==> src/rtl/sdram_burst_reader.sv <==
// sdram_burst_reader: wishbone read master that streams a linear SDRAM region
// into a local first-word-fall-through FIFO. One outstanding single-word read
// at a time, gated by FIFO space, with retry back-off and abort handling.
module sdram_burst_reader #(
  parameter int ADR_WIDTH = 25,
  parameter int LEN_WIDTH = 16,
  parameter int FIFO_AW   = 4,
  parameter int RETRY_MAX = 7
) (
  input  logic                 clk,
  input  logic                 rst,
  input  logic                 start_i,
  input  logic                 abort_i,
  input  logic [ADR_WIDTH-1:0] base_i,
  input  logic [LEN_WIDTH-1:0] len_i,
  output logic                 busy_o,
  output logic                 done_o,
  output logic                 err_o,
  output logic [ADR_WIDTH-1:0] adr_o,
  output logic [3:0]           sel_o,
  output logic                 we_o,
  output logic                 cyc_o,
  output logic                 stb_o,
  input  logic [31:0]          dat_i,
  input  logic                 ack_i,
  input  logic                 err_i,
  input  logic                 rty_i,
  output logic [31:0]          q_dat_o,
  output logic                 q_valid_o,
  input  logic                 q_ready_i
);

  localparam int DEPTH = 1 << FIFO_AW;
  // Retry counter must be able to hold RETRY_MAX+1 without wrapping.
  localparam int RW    = $clog2(RETRY_MAX + 2);

  typedef enum logic [1:0] {S_IDLE, S_WAIT, S_REQ, S_BACKOFF} state_t;

  state_t               state, state_n;

  logic [ADR_WIDTH-1:0] adr_q;
  logic [LEN_WIDTH-1:0] rem_q;
  logic [RW-1:0]        rty_q;
  logic                 bo_q, bo_n;       // second back-off cycle marker
  logic                 abort_q, abort_n; // abort seen while a read is in flight

  logic                 start_acc;
  logic                 done_n;
  logic                 err_set;
  logic                 word_ok;
  logic                 rty_inc;
  logic                 rty_clr;

  logic [31:0]          mem [DEPTH];
  logic [FIFO_AW-1:0]   wp, rp;
  logic [FIFO_AW:0]     cnt;
  logic                 push, pop, space_ok;

  // Address bits [1:0] are dropped: every access is a full aligned word.
  logic                 unused_base;
  assign unused_base = ^base_i[1:0];

  assign push     = word_ok;
  assign pop      = (cnt != '0) && q_ready_i;
  // A pop in this cycle frees a slot even when the FIFO currently reads full.
  assign space_ok = (cnt < (FIFO_AW+1)'(DEPTH)) || pop;

  // State register
  always_ff @(posedge clk) begin
    if (rst) state <= S_IDLE;
    else     state <= state_n;
  end

  // Next-state and per-cycle control decisions
  always_comb begin
    state_n   = state;
    start_acc = 1'b0;
    done_n    = 1'b0;
    err_set   = 1'b0;
    word_ok   = 1'b0;
    rty_inc   = 1'b0;
    rty_clr   = 1'b0;
    bo_n      = bo_q;
    abort_n   = abort_q;
    unique case (state)
      S_IDLE: begin
        if (start_i) begin
          start_acc = 1'b1;
          rty_clr   = 1'b1;
          abort_n   = 1'b0;
          if (len_i == '0) done_n  = 1'b1;
          else             state_n = S_WAIT;
        end
      end
      S_WAIT: begin
        if (abort_i) begin
          done_n  = 1'b1;
          state_n = S_IDLE;
        end else if (space_ok) begin
          state_n = S_REQ;
        end
      end
      S_REQ: begin
        // An abort cannot cut a bus cycle short; remember it for the response.
        if (abort_i) abort_n = 1'b1;
        if (err_i) begin
          err_set = 1'b1;
          done_n  = 1'b1;
          state_n = S_IDLE;
        end else if (rty_i) begin
          if (abort_i || abort_q) begin
            done_n  = 1'b1;
            state_n = S_IDLE;
          end else if (rty_q >= RW'(RETRY_MAX)) begin
            err_set = 1'b1;
            done_n  = 1'b1;
            state_n = S_IDLE;
          end else begin
            rty_inc = 1'b1;
            bo_n    = 1'b0;
            state_n = S_BACKOFF;
          end
        end else if (ack_i) begin
          word_ok = 1'b1;
          rty_clr = 1'b1;
          if (rem_q == LEN_WIDTH'(1) || abort_i || abort_q) begin
            done_n  = 1'b1;
            state_n = S_IDLE;
          end else begin
            // Via WAIT so cyc/stb drop for at least one cycle between reads.
            state_n = S_WAIT;
          end
        end
      end
      S_BACKOFF: begin
        if (abort_i) begin
          done_n  = 1'b1;
          state_n = S_IDLE;
        end else if (bo_q) begin
          state_n = S_REQ;
        end else begin
          bo_n = 1'b1;
        end
      end
      default: state_n = S_IDLE;
    endcase
  end

  // Transfer bookkeeping: address, remaining words, retries, status flags
  always_ff @(posedge clk) begin
    if (rst) begin
      adr_q   <= '0;
      rem_q   <= '0;
      rty_q   <= '0;
      bo_q    <= 1'b0;
      abort_q <= 1'b0;
      done_o  <= 1'b0;
      err_o   <= 1'b0;
    end else begin
      done_o  <= done_n;
      bo_q    <= bo_n;
      abort_q <= abort_n;
      if (start_acc) begin
        adr_q <= {base_i[ADR_WIDTH-1:2], 2'b00};
        rem_q <= len_i;
      end else if (word_ok) begin
        adr_q <= adr_q + ADR_WIDTH'(4);
        rem_q <= rem_q - LEN_WIDTH'(1);
      end
      if (rty_clr)      rty_q <= '0;
      else if (rty_inc) rty_q <= rty_q + RW'(1);
      if (start_acc)    err_o <= 1'b0;
      else if (err_set) err_o <= 1'b1;
    end
  end

  // FIFO storage; written only on an accepted ack
  always_ff @(posedge clk) begin
    if (push) mem[wp] <= dat_i;
  end

  // FIFO pointers and occupancy; a new transfer flushes stale data
  always_ff @(posedge clk) begin
    if (rst || start_acc) begin
      wp  <= '0;
      rp  <= '0;
      cnt <= '0;
    end else begin
      if (push) wp <= wp + FIFO_AW'(1);
      if (pop)  rp <= rp + FIFO_AW'(1);
      if (push && !pop)      cnt <= cnt + (FIFO_AW+1)'(1);
      else if (!push && pop) cnt <= cnt - (FIFO_AW+1)'(1);
    end
  end

  assign busy_o    = (state != S_IDLE);
  assign cyc_o     = (state == S_REQ);
  assign stb_o     = cyc_o;
  assign sel_o     = stb_o ? 4'hF : 4'h0;
  assign we_o      = 1'b0;
  assign adr_o     = adr_q;
  assign q_valid_o = (cnt != '0);
  assign q_dat_o   = q_valid_o ? mem[rp] : 32'h0;

endmodule

==> config.mk <==
export PLATFORM = sky130hd
export DESIGN_NAME = sdram_burst_reader
export DESIGN_NICKNAME = d
export VERILOG_FILES = /design/src/rtl/sdram_burst_reader.sv
export SDC_FILE = /design/constraint.sdc
export NUM_CORES = 1
export LEC_CHECK = 0
export BUFFER_PORTS_ARGS = -buffer_cell sky130_fd_sc_hd__buf_2
export CELL_PAD_IN_SITES_DETAIL_PLACEMENT = 0
export CELL_PAD_IN_SITES_GLOBAL_PLACEMENT = 1
export CORE_MARGIN = 1.5
export CORE_UTILIZATION = 56
export CTS_BUF_LIST = sky130_fd_sc_hd__clkbuf_16
export CTS_CLUSTER_SIZE = 16
export DETAILED_ROUTE_END_ITERATION = 8
export GPL_ROUTABILITY_DRIVEN = 0
export PLACE_DENSITY = 0.89
export REMOVE_ABC_BUFFERS = 1
export SLEW_MARGIN = 20
export SYNTH_ARGS = -nofsm -noshare
export SYNTH_HDL_FRONTEND = slang
export SYNTH_SLANG_ARGS = --single-unit
==> constraint.sdc <==
create_clock -name clk -period 9 [get_ports clk]
set_clock_uncertainty 0.1 [all_clocks]
set_input_delay 1.35 -clock clk [delete_from_list [all_inputs] [get_ports clk]]
set_output_delay 1.35 -clock clk [all_outputs]
set_load 0.005 [all_outputs]
==> flow_metrics.env <==
export IMPL_ir_drop_v=0.0002640
export IMPL_area_growth_pct=13.91
export IMPL_cts_hold_buffers=0
export IMPL_dp_slack_ps=4239
export IMPL_synth_seq_cells=578
export IMPL_grt_usage=0.2492
export IMPL_wl_per_cell_um=26.36
export IMPL_endpoint_kind="primary output"
export IMPL_cp_data_required_time_ps=7550
export IMPL_port_buffers=143
export IMPL_grt_overflow_total=0
export IMPL_die_y_um=205.3
export IMPL_finalSetupTns_ps=0
export IMPL_path_max_fanout=73
export IMPL_die_area_um2=42150
export IMPL_maxSlewViolCount=0
export IMPL_status="finished clean"
export IMPL_cts_htree_levels=2
export IMPL_post_route_drc_count=0
export IMPL_ant_nets=0
export IMPL_hold_end="err_o"
export IMPL_worstPathArrival_ps=3460
export IMPL_path_clk_slew_ps=60
export IMPL_crit_buf_inv=2
export IMPL_multiInputGateArea_um2=6017
export IMPL_grt_pass1_vias=12530
export IMPL_critPathKind="reg2out"
export IMPL_reg2regPathDepth=12
export IMPL_rsz0062_at_grt="no"
export IMPL_ys_warn_count=0
export IMPL_powerDensity_nw_per_um2=255.1
export IMPL_synth_edf_count=512
export IMPL_setup_viol=0
export IMPL_synth_area_leaders="edfxtp_1 67%, mux4_2 13%, dfxtp_1 5.8%, mux2i_1 2.8%, nor2_1 1.1%"
export IMPL_start_util=0.5716
export IMPL_synth_main_ff_cell="edfxtp_1"
export IMPL_synth_top_area_frac=0.6708
export IMPL_cts_sinks=578
export IMPL_regArea_um2=16710
export IMPL_first_pass_iters=5
export IMPL_cts_resized=0
export IMPL_routed_wl_um=51770
export IMPL_post_cts_buffers=0
export IMPL_ioPinCount=149
export IMPL_crit_family="buffers and inverters"
export IMPL_cts_root_buf="clkbuf_16"
export IMPL_min_from="err_o"
export IMPL_finalWorstSetupSlack_ps=4092
export IMPL_nets=1490
export IMPL_core_region_area_um2=40100
export IMPL_clock_latency_ps=590
export IMPL_syn_area_per_cell_um2=18.45
export IMPL_ff2ff_setup_slack_ps=5220
export IMPL_min_path_type="reg2reg"
export IMPL_yosys_cell_types_count=63
export IMPL_ys_async_sr_fraction=0
export IMPL_max_freq_mhz=203.7
export IMPL_post_route_period_util=0.5454
export IMPL_synth_top_cell_by_area="edfxtp_1"
export IMPL_crit_chain="buf_4 > mux4_2 > mux2i_1 > o22ai_1 > buf_2"
export IMPL_maxCapViolCount=0
export IMPL_grt_pass1_wl_um=76560
export IMPL_cts_tree="built"
export IMPL_cpMaxStageDelayCell="buf_4"
export IMPL_hold_depth=2
export IMPL_r2r_start="state[0]"
export IMPL_timing_slew_headroom=0.2128
export IMPL_fin_crit_ps=4908
export IMPL_r2r_end="cnt[4]"
export IMPL_synth_most_common_cell="edfxtp_1"
export IMPL_dp_hpwl_um=26640
export IMPL_final_hold_viol_count=0
export IMPL_power_leakage_nw=8.325
export IMPL_netlist_top_cells_count="512 x edfxtp_1, 128 x mux4_2, 68 x nor2_1, 66 x dfxtp_1, 64 x mux2i_1"
export IMPL_cts_buffer_depth=3
export IMPL_crit_path_start_kind="register"
export IMPL_vias=12380
export IMPL_drtIter0Drc=1136
export IMPL_seq_area_frac_synth=0.7284
export IMPL_via_per_inst=6.303
export IMPL_fp_dieW_um=205.3
export IMPL_drive_above_1_share=0.2809
export IMPL_tightestPinTransition_ps=1181
export IMPL_rows=73
export IMPL_synthesis_area_um2=22920
export IMPL_fillCellCount=2626
export IMPL_antenna_found_initial=4
export IMPL_critPathMaxStageDelay_ps=920
export IMPL_grt_start_max_net_pins=93
export IMPL_cts_buffers=54
export IMPL_netlist_instances=1242
[registers in the layout, summed over array words and instances (netlist names), named ones only]
register and cells:
err_o 1, abort_q 1, rp 4, done_o 1, wp 4, mem 512, cnt 5, rem_q 16
state 2, bo_q 1, rty_q 4, adr_o 23
[cells in the final DEF, fill, tap and decap left out, types with 16 or more instances in the layout]
cell type	synthesis	routed
dfxtp_1	66	63
o22ai_1	32	32
nand3_1	18	18
mux2i_1	64	64
nand2_1	46	45
a211oi_1	16	16
o21ai_0	19	19
clkbuf_16	0	55
inv_1	10	23
mux4_2	128	128
edfxtp_1	512	512
buf_2	5	143
nor2_1	68	56
a21oi_1	26	26
buf_4	9	22
[through the flow]
step	utilization	area [µm²]	hold slack, ps	total power [mW]	std cells
global placement	0.6063	24310	337.2	4.408	1864
CTS	0.6508	26100	354.9	6.705	1963
detailed placement	0.6063	24310	346.0	4.432	1864
global route	0.6511	26110	371.2	6.904	1963
finish	0.6512	26110	351.0	6.660	1964
floorplan	-	22620	341.1	4.019	1173
[final cells by class]
type / instances / share of cell area
well taps: 525 / 0.02516
clock buffers: 55 / 0.05271
diodes: 1 / 0.00009584
flip-flops and latches: 578 / 0.6399
clock inverters: 44 / 0.01562
inverters: 11 / 0.001581
repair buffers: 166 / 0.03450
multi-input cells: 584 / 0.2304
[worst max path at each step]
stage	start	endpoint	slack (ps)	depth (start not counted)
finish	register	q_dat_o[27]	4090	5
global route	register	q_dat_o[12]	3870	5
CTS	register	q_dat_o[27]	4010	5
detailed placement	rty_i	mem[2][0]	4240	7
global placement	rty_i	mem[3][10]	4220	7
floorplan	register	q_dat_o[0]	1310	3
[report_power, final]
group | leakage (nW) | total, mW | switching, mW | internal (mW)
Sequential | 5.14 | 3.04 | 0.0923 | 2.95
Combinational | 2.27 | 1.33 | 0.707 | 0.619
Clock | 0.908 | 2.29 | 0.979 | 1.31
Total | 8.32 | 6.66 | 1.78 | 4.88
[per-layer routing]
metal | share of wire | track usage | up-vias | routed length, µm
met4 | 0.025 | 0.07925 | 6 | 1318
met2 | 0.50 | 0.4194 | 634 | 26050
met5 | 0.00068 | 0 | - | 35
li1 | - | - | 5365 | -
met3 | 0.081 | 0.04466 | 101 | 4171
met1 | 0.39 | 0.3329 | 6274 | 20200
[kinds of logic after synthesis]
kind of cell	synth area share
other	0.0001636
adders and majority gates	0.007970
AOI/OAI and AO/OA	0.03870
muxes	0.1547
xor gates and xnor gates	0.007260
DFF	0.7284
and+or+nand+nor	0.04760
buffers and inverters	0.01517
[worst min-delay path: cells and delay by family (launching register included)]
family	cells	cell delay, ps
AOI/OAI and AO/OA	1	50
DFF	1	310
buffers and inverters	1	50
(Power assumes the default switching activity.)
